<file path="src/rtl/instr_fetch_mem_pkg.sv">
// Shared types and default geometry for the loadable instruction memory.
// Latency: n/a (types and constants only).
// Backpressure: n/a.
package instr_fetch_mem_pkg;

  // Default geometry: 4-bit cells, 16-bit instructions, 64 cells.
  localparam int IMEM_CELL_W = 4;
  localparam int IMEM_WORD_W = 16;
  localparam int IMEM_DEPTH  = 64;
  localparam logic [IMEM_WORD_W-1:0] IMEM_NOP = 16'h0000;

  // LOAD blocks fetches until the loader signals completion.
  // RUN serves fetches and still accepts loader writes for patching.
  typedef enum logic [0:0] {
    IMEM_S_LOAD = 1'b0,
    IMEM_S_RUN  = 1'b1
  } imem_state_e;

endpackage

</file>
<file path="src/rtl/instr_fetch_mem_cell_array.sv">
// DEPTH x CELL_W cell storage: one write port, one CPW-cell combinational read.
// Latency: write lands at the clock edge; read is combinational (old data in write cycle).
// Backpressure: none, every enabled write is taken.
// Ports: clk; we_i/waddr_i/wdata_i write port; raddr_i base address; rd_dat_o CPW cells,
//   lowest address in the MSBs. No reset: contents survive a system reset.
module imem_cell_array #(
  parameter int    CELL_W    = 4,
  parameter int    DEPTH     = 64,
  parameter int    CPW       = 4,
  parameter string INIT_FILE = ""
) (
  input  logic                         clk,
  input  logic                         we_i,
  input  logic [$clog2(DEPTH)-1:0]     waddr_i,
  input  logic [CELL_W-1:0]            wdata_i,
  input  logic [$clog2(DEPTH)-1:0]     raddr_i,
  output logic [CPW*CELL_W-1:0]        rd_dat_o
);

  localparam int AW = $clog2(DEPTH);

  logic [CELL_W-1:0] mem_q [DEPTH];

  always_ff @(posedge clk) begin
    if (we_i) begin
      mem_q[waddr_i] <= wdata_i;
    end
  end

  // Big-endian gather; the index wraps modulo DEPTH, which only matters for
  // out-of-range bases whose data the top level replaces with a NOP anyway.
  always_comb begin
    rd_dat_o = '0;
    for (int i = 0; i < CPW; i++) begin
      rd_dat_o[(CPW-1-i)*CELL_W +: CELL_W] = mem_q[raddr_i + AW'(i)];
    end
  end

endmodule

</file>
<file path="src/rtl/instr_fetch_mem.sv">
// Loadable instruction memory with a registered fetch port between the PC and IF/ID.
// Latency: one cycle from accepted fetch to if_valid_o/if_instr_o.
// Backpressure: if_ready_o low in LOAD or while stalled; loader writes always accepted.
// Ports: ld_* loader (cell writes, ld_done_i ends boot load); if_req_i/if_addr_i fetch
//   request; if_stall_i holds outputs; if_flush_i kills the in-flight fetch;
//   if_valid_o/if_instr_o/if_fault_o registered fetch result.
module instr_fetch_mem import instr_fetch_mem_pkg::*; #(
  parameter int                 CELL_W      = IMEM_CELL_W,
  parameter int                 WORD_W      = IMEM_WORD_W,
  parameter int                 DEPTH       = IMEM_DEPTH,
  parameter bit                 ALIGN_CHECK = 1'b1,
  parameter logic [WORD_W-1:0]  NOP_WORD    = '0,
  parameter bit                 BOOT_LOAD   = 1'b1,
  parameter string              INIT_FILE   = ""
) (
  input  logic                      clk,
  input  logic                      rst_n,
  input  logic                      ld_valid_i,
  input  logic [$clog2(DEPTH)-1:0]  ld_addr_i,
  input  logic [CELL_W-1:0]         ld_data_i,
  input  logic                      ld_done_i,
  output logic                      ld_ready_o,
  input  logic                      if_req_i,
  input  logic [WORD_W-1:0]         if_addr_i,
  input  logic                      if_stall_i,
  input  logic                      if_flush_i,
  output logic                      if_ready_o,
  output logic                      if_valid_o,
  output logic [WORD_W-1:0]         if_instr_o,
  output logic                      if_fault_o
);

  localparam int CPW = WORD_W / CELL_W;
  localparam int AW  = $clog2(DEPTH);
  // First base address whose last cell would fall past the end of the array.
  localparam logic [WORD_W-1:0] ADDR_LIMIT = WORD_W'(DEPTH - CPW + 1);

  imem_state_e       state_q, state_d;
  logic              vld_q, vld_d;
  logic [WORD_W-1:0] instr_q, instr_d;
  logic              fault_q, fault_d;

  logic              fetch_acc;
  logic              range_err;
  logic              align_err;
  logic              mem_we;
  logic [WORD_W-1:0] rd_dat;

  assign ld_ready_o = (state_q == IMEM_S_LOAD) || (state_q == IMEM_S_RUN);
  assign if_ready_o = (state_q == IMEM_S_RUN) && !if_stall_i;
  assign fetch_acc  = if_req_i && if_ready_o;

  // Full-width compare so upper PC bits cannot alias into the array.
  assign range_err = (if_addr_i >= ADDR_LIMIT);
  assign align_err = ALIGN_CHECK && ((if_addr_i % WORD_W'(CPW)) != '0);

  // Gating with rst_n drops a write that coincides with reset assertion.
  assign mem_we = ld_valid_i && ld_ready_o && rst_n;

  imem_cell_array #(
    .CELL_W    (CELL_W),
    .DEPTH     (DEPTH),
    .CPW       (CPW),
    .INIT_FILE (INIT_FILE)
  ) u_cells (
    .clk      (clk),
    .we_i     (mem_we),
    .waddr_i  (ld_addr_i),
    .wdata_i  (ld_data_i),
    .raddr_i  (if_addr_i[AW-1:0]),
    .rd_dat_o (rd_dat)
  );

  always_comb begin
    state_d = state_q;
    if (state_q == IMEM_S_LOAD && ld_done_i) begin
      state_d = IMEM_S_RUN;
    end
  end

  // Flush beats stall; stall beats a new fetch (none is accepted anyway).
  always_comb begin
    vld_d   = vld_q;
    instr_d = instr_q;
    fault_d = fault_q;
    if (if_flush_i) begin
      vld_d   = 1'b0;
      fault_d = 1'b0;
    end else if (if_stall_i) begin
      vld_d   = vld_q;
    end else if (fetch_acc) begin
      vld_d   = 1'b1;
      fault_d = range_err || align_err;
      instr_d = (range_err || align_err) ? NOP_WORD : rd_dat;
    end else begin
      vld_d   = 1'b0;
      fault_d = 1'b0;
    end
  end

  always_ff @(posedge clk or negedge rst_n) begin
    if (!rst_n) begin
      state_q <= BOOT_LOAD ? IMEM_S_LOAD : IMEM_S_RUN;
      vld_q   <= 1'b0;
      instr_q <= NOP_WORD;
      fault_q <= 1'b0;
    end else begin
      state_q <= state_d;
      vld_q   <= vld_d;
      instr_q <= instr_d;
      fault_q <= fault_d;
    end
  end

  assign if_valid_o = vld_q;
  assign if_instr_o = instr_q;
  assign if_fault_o = fault_q;

endmodule

</file>
<file path="config.mk">
export PLATFORM = sky130hd
export DESIGN_NAME = instr_fetch_mem
export DESIGN_NICKNAME = d
export VERILOG_FILES = /design/src/rtl/instr_fetch_mem_pkg.sv /design/src/rtl/instr_fetch_mem_cell_array.sv /design/src/rtl/instr_fetch_mem.sv
export SDC_FILE = /design/constraint.sdc
export NUM_CORES = 1
export LEC_CHECK = 0
export ABC_AREA = 1
export CORE_MARGIN = 5
export CORE_UTILIZATION = 65
export CTS_CLUSTER_SIZE = 40
export DETAILED_ROUTE_END_ITERATION = 6
export PLACE_DENSITY = 0.88
export RECOVER_POWER = 50
export SKIP_CTS_REPAIR_TIMING = 1
export SYNTH_ARGS = -nofsm -noshare
export SYNTH_HDL_FRONTEND = slang
export SYNTH_SLANG_ARGS = --single-unit
export TNS_END_PERCENT = 5
</file>
<file path="constraint.sdc">
create_clock -name clk -period 2.3 [get_ports clk]
set_input_delay 0.23 -clock clk [delete_from_list [all_inputs] [get_ports clk]]
set_output_delay 0.23 -clock clk [all_outputs]
set_load 0.02 [all_outputs]
</file>
* Yosys cells after proc, flatten, opt, wreduce, memory -nomap -nowiden *
Memory sizes are Yosys's and may differ from the RTL's.
Cells that the tools add are included.

operators by class
  bitwise gates (word level) = 3
  add/sub/neg operators = 3
  equal/unequal tests = 1
  multiplexer cells = 9
  reductions and logical operators = 8
  order comparisons = 1

operators with widths
  kind                   count
  $ge A16 B6 Y1 const B  1
  $mux W16               1
  $reduce_bool A16 Y1    1
  $add A6 B2 Y6 const B  2
  $mux W1                8
  $add A6 B1 Y6 const B  1
  $logic_and A1 B1 Y1    4
  $not A1 Y1             3
  $reduce_and A3 Y1      1
  $ne A2 B1 Y1 const B   1
  $logic_not A1 Y1       1
  $logic_or A1 B1 Y1     1

storage, ports and cells
  memories = 1
  register bits = 19
  memory bits (writable) = 256
  output and inout port bits = 20
  logic and storage cells = 30

memory list
  name           depth  bits a word  read ports  clocked after memory_dff  wr ports  RTL line                          text
  u_cells.mem_q  64     4            4           0                         1         instr_fetch_mem_cell_array.sv:22  logic [CELL_W-1:0] mem_q [DEPTH];

* Longest topological paths before layout *
Gate-level depths: netlist of run 1.

  depth after elaboration = 6
  mapped depth = 17

* Hierarchy *
A second synthesis of run 1 with hierarchy kept.

unflattened totals
  cells, all modules = 2275
  area, all modules = 17448.0 um^2

modules (own cells, without submodules)
  module           instances  area an instance (um^2)  seq. area each (um^2)  cells an instance
  imem_cell_array  1          16464.5                  7687.4                 2142
  instr_fetch_mem  1          983.4                    475.5                  133

* Worst setup path before layout of run 1 *
OpenSTA, ideal clock, no wires.

  path type = input-to-reg
  from = in if_addr_i[0]
  to = reg instr_q[3], in the netlist if_instr_o[3]
  setup slack = 114 ps
  cell stages on the path = 17
  arrival = 2069 ps
  cells stage by stage = buf_6 -> inv_6 -> buf_4 -> buf_4 -> ha_1 -> inv_1 -> buf_2 -> clkbuf_1 -> nand3_1 -> nand2_1 -> nand2_1 -> nand3_1 -> nand3_1 -> nand2_1 -> nand2_1 -> nand3_1 -> nand2_1

between the ends
  longest elaborated chain between the ends = 3

RTL lines
  element                                                      RTL line                          text
  start: declaration                                           instr_fetch_mem.sv:24             input logic [WORD_W-1:0] if_addr_i,
  $add A6 B2 Y6, or another cell as far along                  instr_fetch_mem_cell_array.sv:35  rd_dat_o[(CPW-1-i)*CELL_W +: CELL_W] = mem_q[raddr_i + AW'(i)];
  $mem_v2 Z64 W4 / $logic_or A1 B1 Y1 (equally long branches)  -
  $mux W16 *                                                   instr_fetch_mem.sv:94             instr_d = (range_err || align_err) ? NOP_WORD : rd_dat;
  end signal: assignment                                       instr_fetch_mem.sv:110            instr_q <= instr_d;
  end: declaration                                             instr_fetch_mem.sv:40             logic [WORD_W-1:0] instr_q, instr_d;

Every way passes the cells marked *; elsewhere a longest branch is shown, timed or not.
A chain may end at the register's enable or synchronous reset.

* Worst setup path after layout of run 1 *
  from = in ld_data_i[0]
  to = mem u_cells.mem_q[39][0], data pin

RTL lines
  element             RTL line                          text
  start: declaration  instr_fetch_mem.sv:20             input logic [CELL_W-1:0] ld_data_i,
  end: declaration    instr_fetch_mem_cell_array.sv:22

Straight into the memory's write port.

==> results of run 1 <==
-- registers in the layout, summed over array words and instances (netlist names) --
register / cells
if_instr_o: 16
if_valid_o: 1
u_cells.mem_q: 256
if_fault_o: 1
state_q: 1
-- worst reg2reg max path: stages (launching register included) --
cell	delay, ns
edfxtp_1	0.44
nand2_1	0.18
nand3_1	0.15
nand2_1	0.13
nand2_1	0.07
nand3_1	0.11
nand3_1	0.18
nand2_1	0.12
nand2_1	0.06
nand3_1	0.07
nand2_1	0.05
-- metrics by stage --
step / instances / utilization / setup TNS [ns] / cell area, µm² / hold WS, ns
floorplan: 2454 / - / 0 / 17700 / -0.0656
detailed placement: 2793 / 0.703 / -0.101 / 18900 / 0.454
CTS: 2842 / 0.737 / 0 / 19800 / 0.0645
global route: 2842 / 0.735 / 0 / 19800 / 0.257
global placement: 2793 / 0.703 / 0 / 18900 / 0.449
finish: 2843 / 0.735 / 0 / 19800 / 0.250
-- layout by cell type, fill, tap and decap left out, drive strengths merged --
| cell | instances |
|---|---|
| dlygate4sd3 | 2 |
| xnor2 | 2 |
| bufinv | 3 |
| clkinv | 14 |
| buf | 94 |
| o2111ai | 1 |
| clkinvlp | 2 |
| xor2 | 7 |
| clkbuf | 43 |
| inv | 43 |
| edfxtp | 256 |
| o21ai | 3 |
| o211ai | 3 |
| conb | 1 |
| nand2 | 1247 |
| a21boi | 1 |
| or2 | 1 |
| nand4 | 3 |
| ha | 6 |
| diode | 1 |
| dfrtp | 19 |
| nand3 | 624 |
| nor3b | 2 |
| nor2 | 68 |
| clkdlybuf4s50 | 42 |
| nor4 | 2 |
| nor3 | 10 |
| a21oi | 2 |
-- routing by layer --
layer	GRT usage	wire [µm]	up-vias
met5	0	14	-
met4	0.185	3790	2
met3	0.0932	9100	314
met2	0.635	28100	1615
met1	0.550	22700	8368
li1	-	-	8204
-- logic make-up (layout without fill, tap and decap cells) --
kind of cell / count (synthesis) / after routing / share of synthesized area
AND/OR/NAND/NOR: 1957 / 1957 / 0.463
flip-flops: 275 / 275 / 0.462
buffers and inverters: 196 / 243 / 0.0563
AO/OA/AOI/OAI: 10 / 10 / 0.00467
XOR/XNOR: 9 / 9 / 0.00977
adder cells (fa/ha/maj): 6 / 6 / 0.00425
other: 1 / 2 / 0.000212
-- worst paths after layout --
path | start | to | slack, ns | cells after the start
max in group asynchronous | rst_n | if_valid_o | 1.13 | 2
min in group asynchronous | rst_n | if_instr_o[3] | 0.47 | 2
max reg2reg | u_cells.mem_q[48][0] | if_instr_o[0] | 0.64 | 10
min reg2reg | state_q | state_q | 0.47 | 1
min | ld_done_i | state_q | 0.25 | 2
max | ld_data_i[0] | u_cells.mem_q[39][0] | 0.29 | 2
-- cell type report --
class	count	share of cell area
multi-input combinational	1983	0.432
inverter	44	0.00880
timing repair buffer	150	0.0781
antenna	1	0.000127
tap	341	0.0216
sequential	275	0.413
clock buffer	31	0.0371
clock inverter	18	0.00931
-- synthesized netlist by cell type (all sizes together) --
cell,instances
edfxtp,256
clkbuf,28
nor3b,2
nor3,10
nand3,624
a21boi,1
conb,1
xor2,7
buf,124
nand2,1247
nor2,68
or2,1
ha,6
a21oi,2
dfrtp,19
o21ai,3
nand4,3
xnor2,2
o211ai,3
inv,42
o2111ai,1
clkinv,2
nor4,2
-- power by group through the flow --
stage / combinational [µW] / clock [µW] / sequential, µW
floorplan: 1550 / 0 / 5600
global placement: 2460 / 0 / 5600
detailed placement: 2500 / 0 / 5600
CTS: 2520 / 4610 / 5500
global route: 2780 / 4830 / 5500
finish: 2610 / 4610 / 5500
==> flow_metrics.py, run 1 <==
metrics = {
    "status": {
        "status": "finished with violations",
        "failed_checks": "max-capacitance violations, max-slew violations",
    },
    "run": {
        "max_cap_violations": 2,
    },
    "die": {
        "rows": 60,
        "die_h_um": 175,
        "fp.dieW_um": 175,
        "design.die.area_um2": 30600,
        "start_util": 0.658,
        "io_pins": 53,
        "core_area_um2": 26900,
    },
    "pwr": {
        "power.sequential.fraction": 0.433,
        "ir_drop_uv": 1100,
        "p_sw_uw": 3800,
        "clk_network_pwr_share": 0.362,
        "p_int_uw": 8920,
        "cellLeakagePower_uw": 0.00877,
        "power.combinational.fraction": 0.205,
        "power_uw": 12700,
        "netSwitchingFraction": 0.299,
        "pwr_density_cell_nw_per_um2": 644,
    },
    "synthesis": {
        "ys_ff_latch": 275,
        "synth.yosys.seq_area_share": 0.462,
        "yosys_warnings": 0,
        "synth_largest_type_area_fraction": 0.435,
        "postSynthCellCount": 2454,
        "synth.avg_cell_area_um2": 7.20,
        "syn_area_um2": 17700,
        "synth_area_leader_cell": "edfxtp_1",
        "postSynthNetCount": 2493,
        "synthDistinctLibCells": 36,
        "cell_types_with_the_largest_area_share_after_synthesis": "edfxtp_1 (43%), nand2_1 (26%), nand3_1 (18%)",
    },
    "timing": {
        "finalHoldViolations": 0,
        "timing.clock.skew_ns": 0.0208,
        "max_slew.worst_pin.slew_ns": 1.60,
        "max_slew_margin": -0.0634,
        "fmax_ghz": 0.498,
        "timing.final.max_slew_violations": 130,
        "period_minus_slack_ns": 2.01,
        "grt_setup_unrepaired": "false",
        "timing.final.crit_share": 0.872,
        "setup-violations-final": 0,
        "final.setup.worst_slack_ns": 0.294,
    },
    "critical_path": {
        "worst_path_dominant_cell_family": "buffers and inverters",
        "path_class": "input pin to flip-flop",
        "setup.worst_path.start_class": "input pin",
        "critPathBufInv": 2,
        "critPathCaptureType": "flip-flop",
        "worst_path_required_time_ns": 2.52,
        "path_max_fanout": 40,
        "worst_path_slowest_cell": "clkbuf_1",
        "crit_path_max_incr_delay_ns": 1.05,
        "cell_by_cell_trace_of_the_critical_path": "clkbuf_1 > clkbuf_2",
        "worst_ep_arrival_time_ns": 2.23,
    },
    "grt": {
        "grt_overflow": 0,
        "grt_max_degree": 125,
        "grt_antenna_before_repair": 1,
        "globalRouteTotalUtil": 0.408,
        "grt_pass1_wl_um": 96800,
        "vias_in_the_first_global_route": 16900,
    },
    "route": {
        "drt_iter0_drc": 3199,
        "drt_pass1_iterations": 6,
        "viasPerCell": 6.51,
        "ant_nets": 0,
        "via_count": 18500,
        "wl_per_cell_um": 22.4,
        "drc": 0,
        "routed_wl_um": 63800,
    },
    "cells_and_area": {
        "storage_cell_area_um2": 8160,
        "final_stage_net_count": 2521,
        "synthToLayoutAreaGrowth_pct": 11.8,
        "fillerInstances": 2030,
        "drive_gt1_frac": 0.0696,
        "multi_input_combinational_cell_area_um2": 8540,
    },
    "cts": {
        "ctsLongestPathBuffers": 3,
        "clock_latency_ns": 0.56,
        "cts_made_buffers": 28,
        "cts_tree": "yes",
        "cts_max_level": 1,
        "cts_sinks": 275,
        "cts.reportedPaths.clkPinSlew_ns": 0.06,
        "clock_tree.root_cell": "clkbuf_16",
    },
    "placed_design": {
        "port-buffer-count": 51,
        "place_worst_setup_slack_ns": -0.0254,
        "gp_congestion": 1.09,
        "hpwl_um": 44100,
    },
    "hold_path": {
        "hold_path.class": "input pin to flip-flop",
    },
}
(Power assumes the default switching activity.)
==> inputs of run 2 (changes only) <==
--- a/config.mk
+++ b/config.mk
@@ -6,6 +6,7 @@
 export NUM_CORES = 1
 export LEC_CHECK = 0
 export ABC_AREA = 1
+export CAP_MARGIN = 30
 export CORE_MARGIN = 5
 export CORE_UTILIZATION = 65
 export CTS_CLUSTER_SIZE = 40
==> results of run 2 <==
Final layout, timing and power as in run 1 (identical DEF).
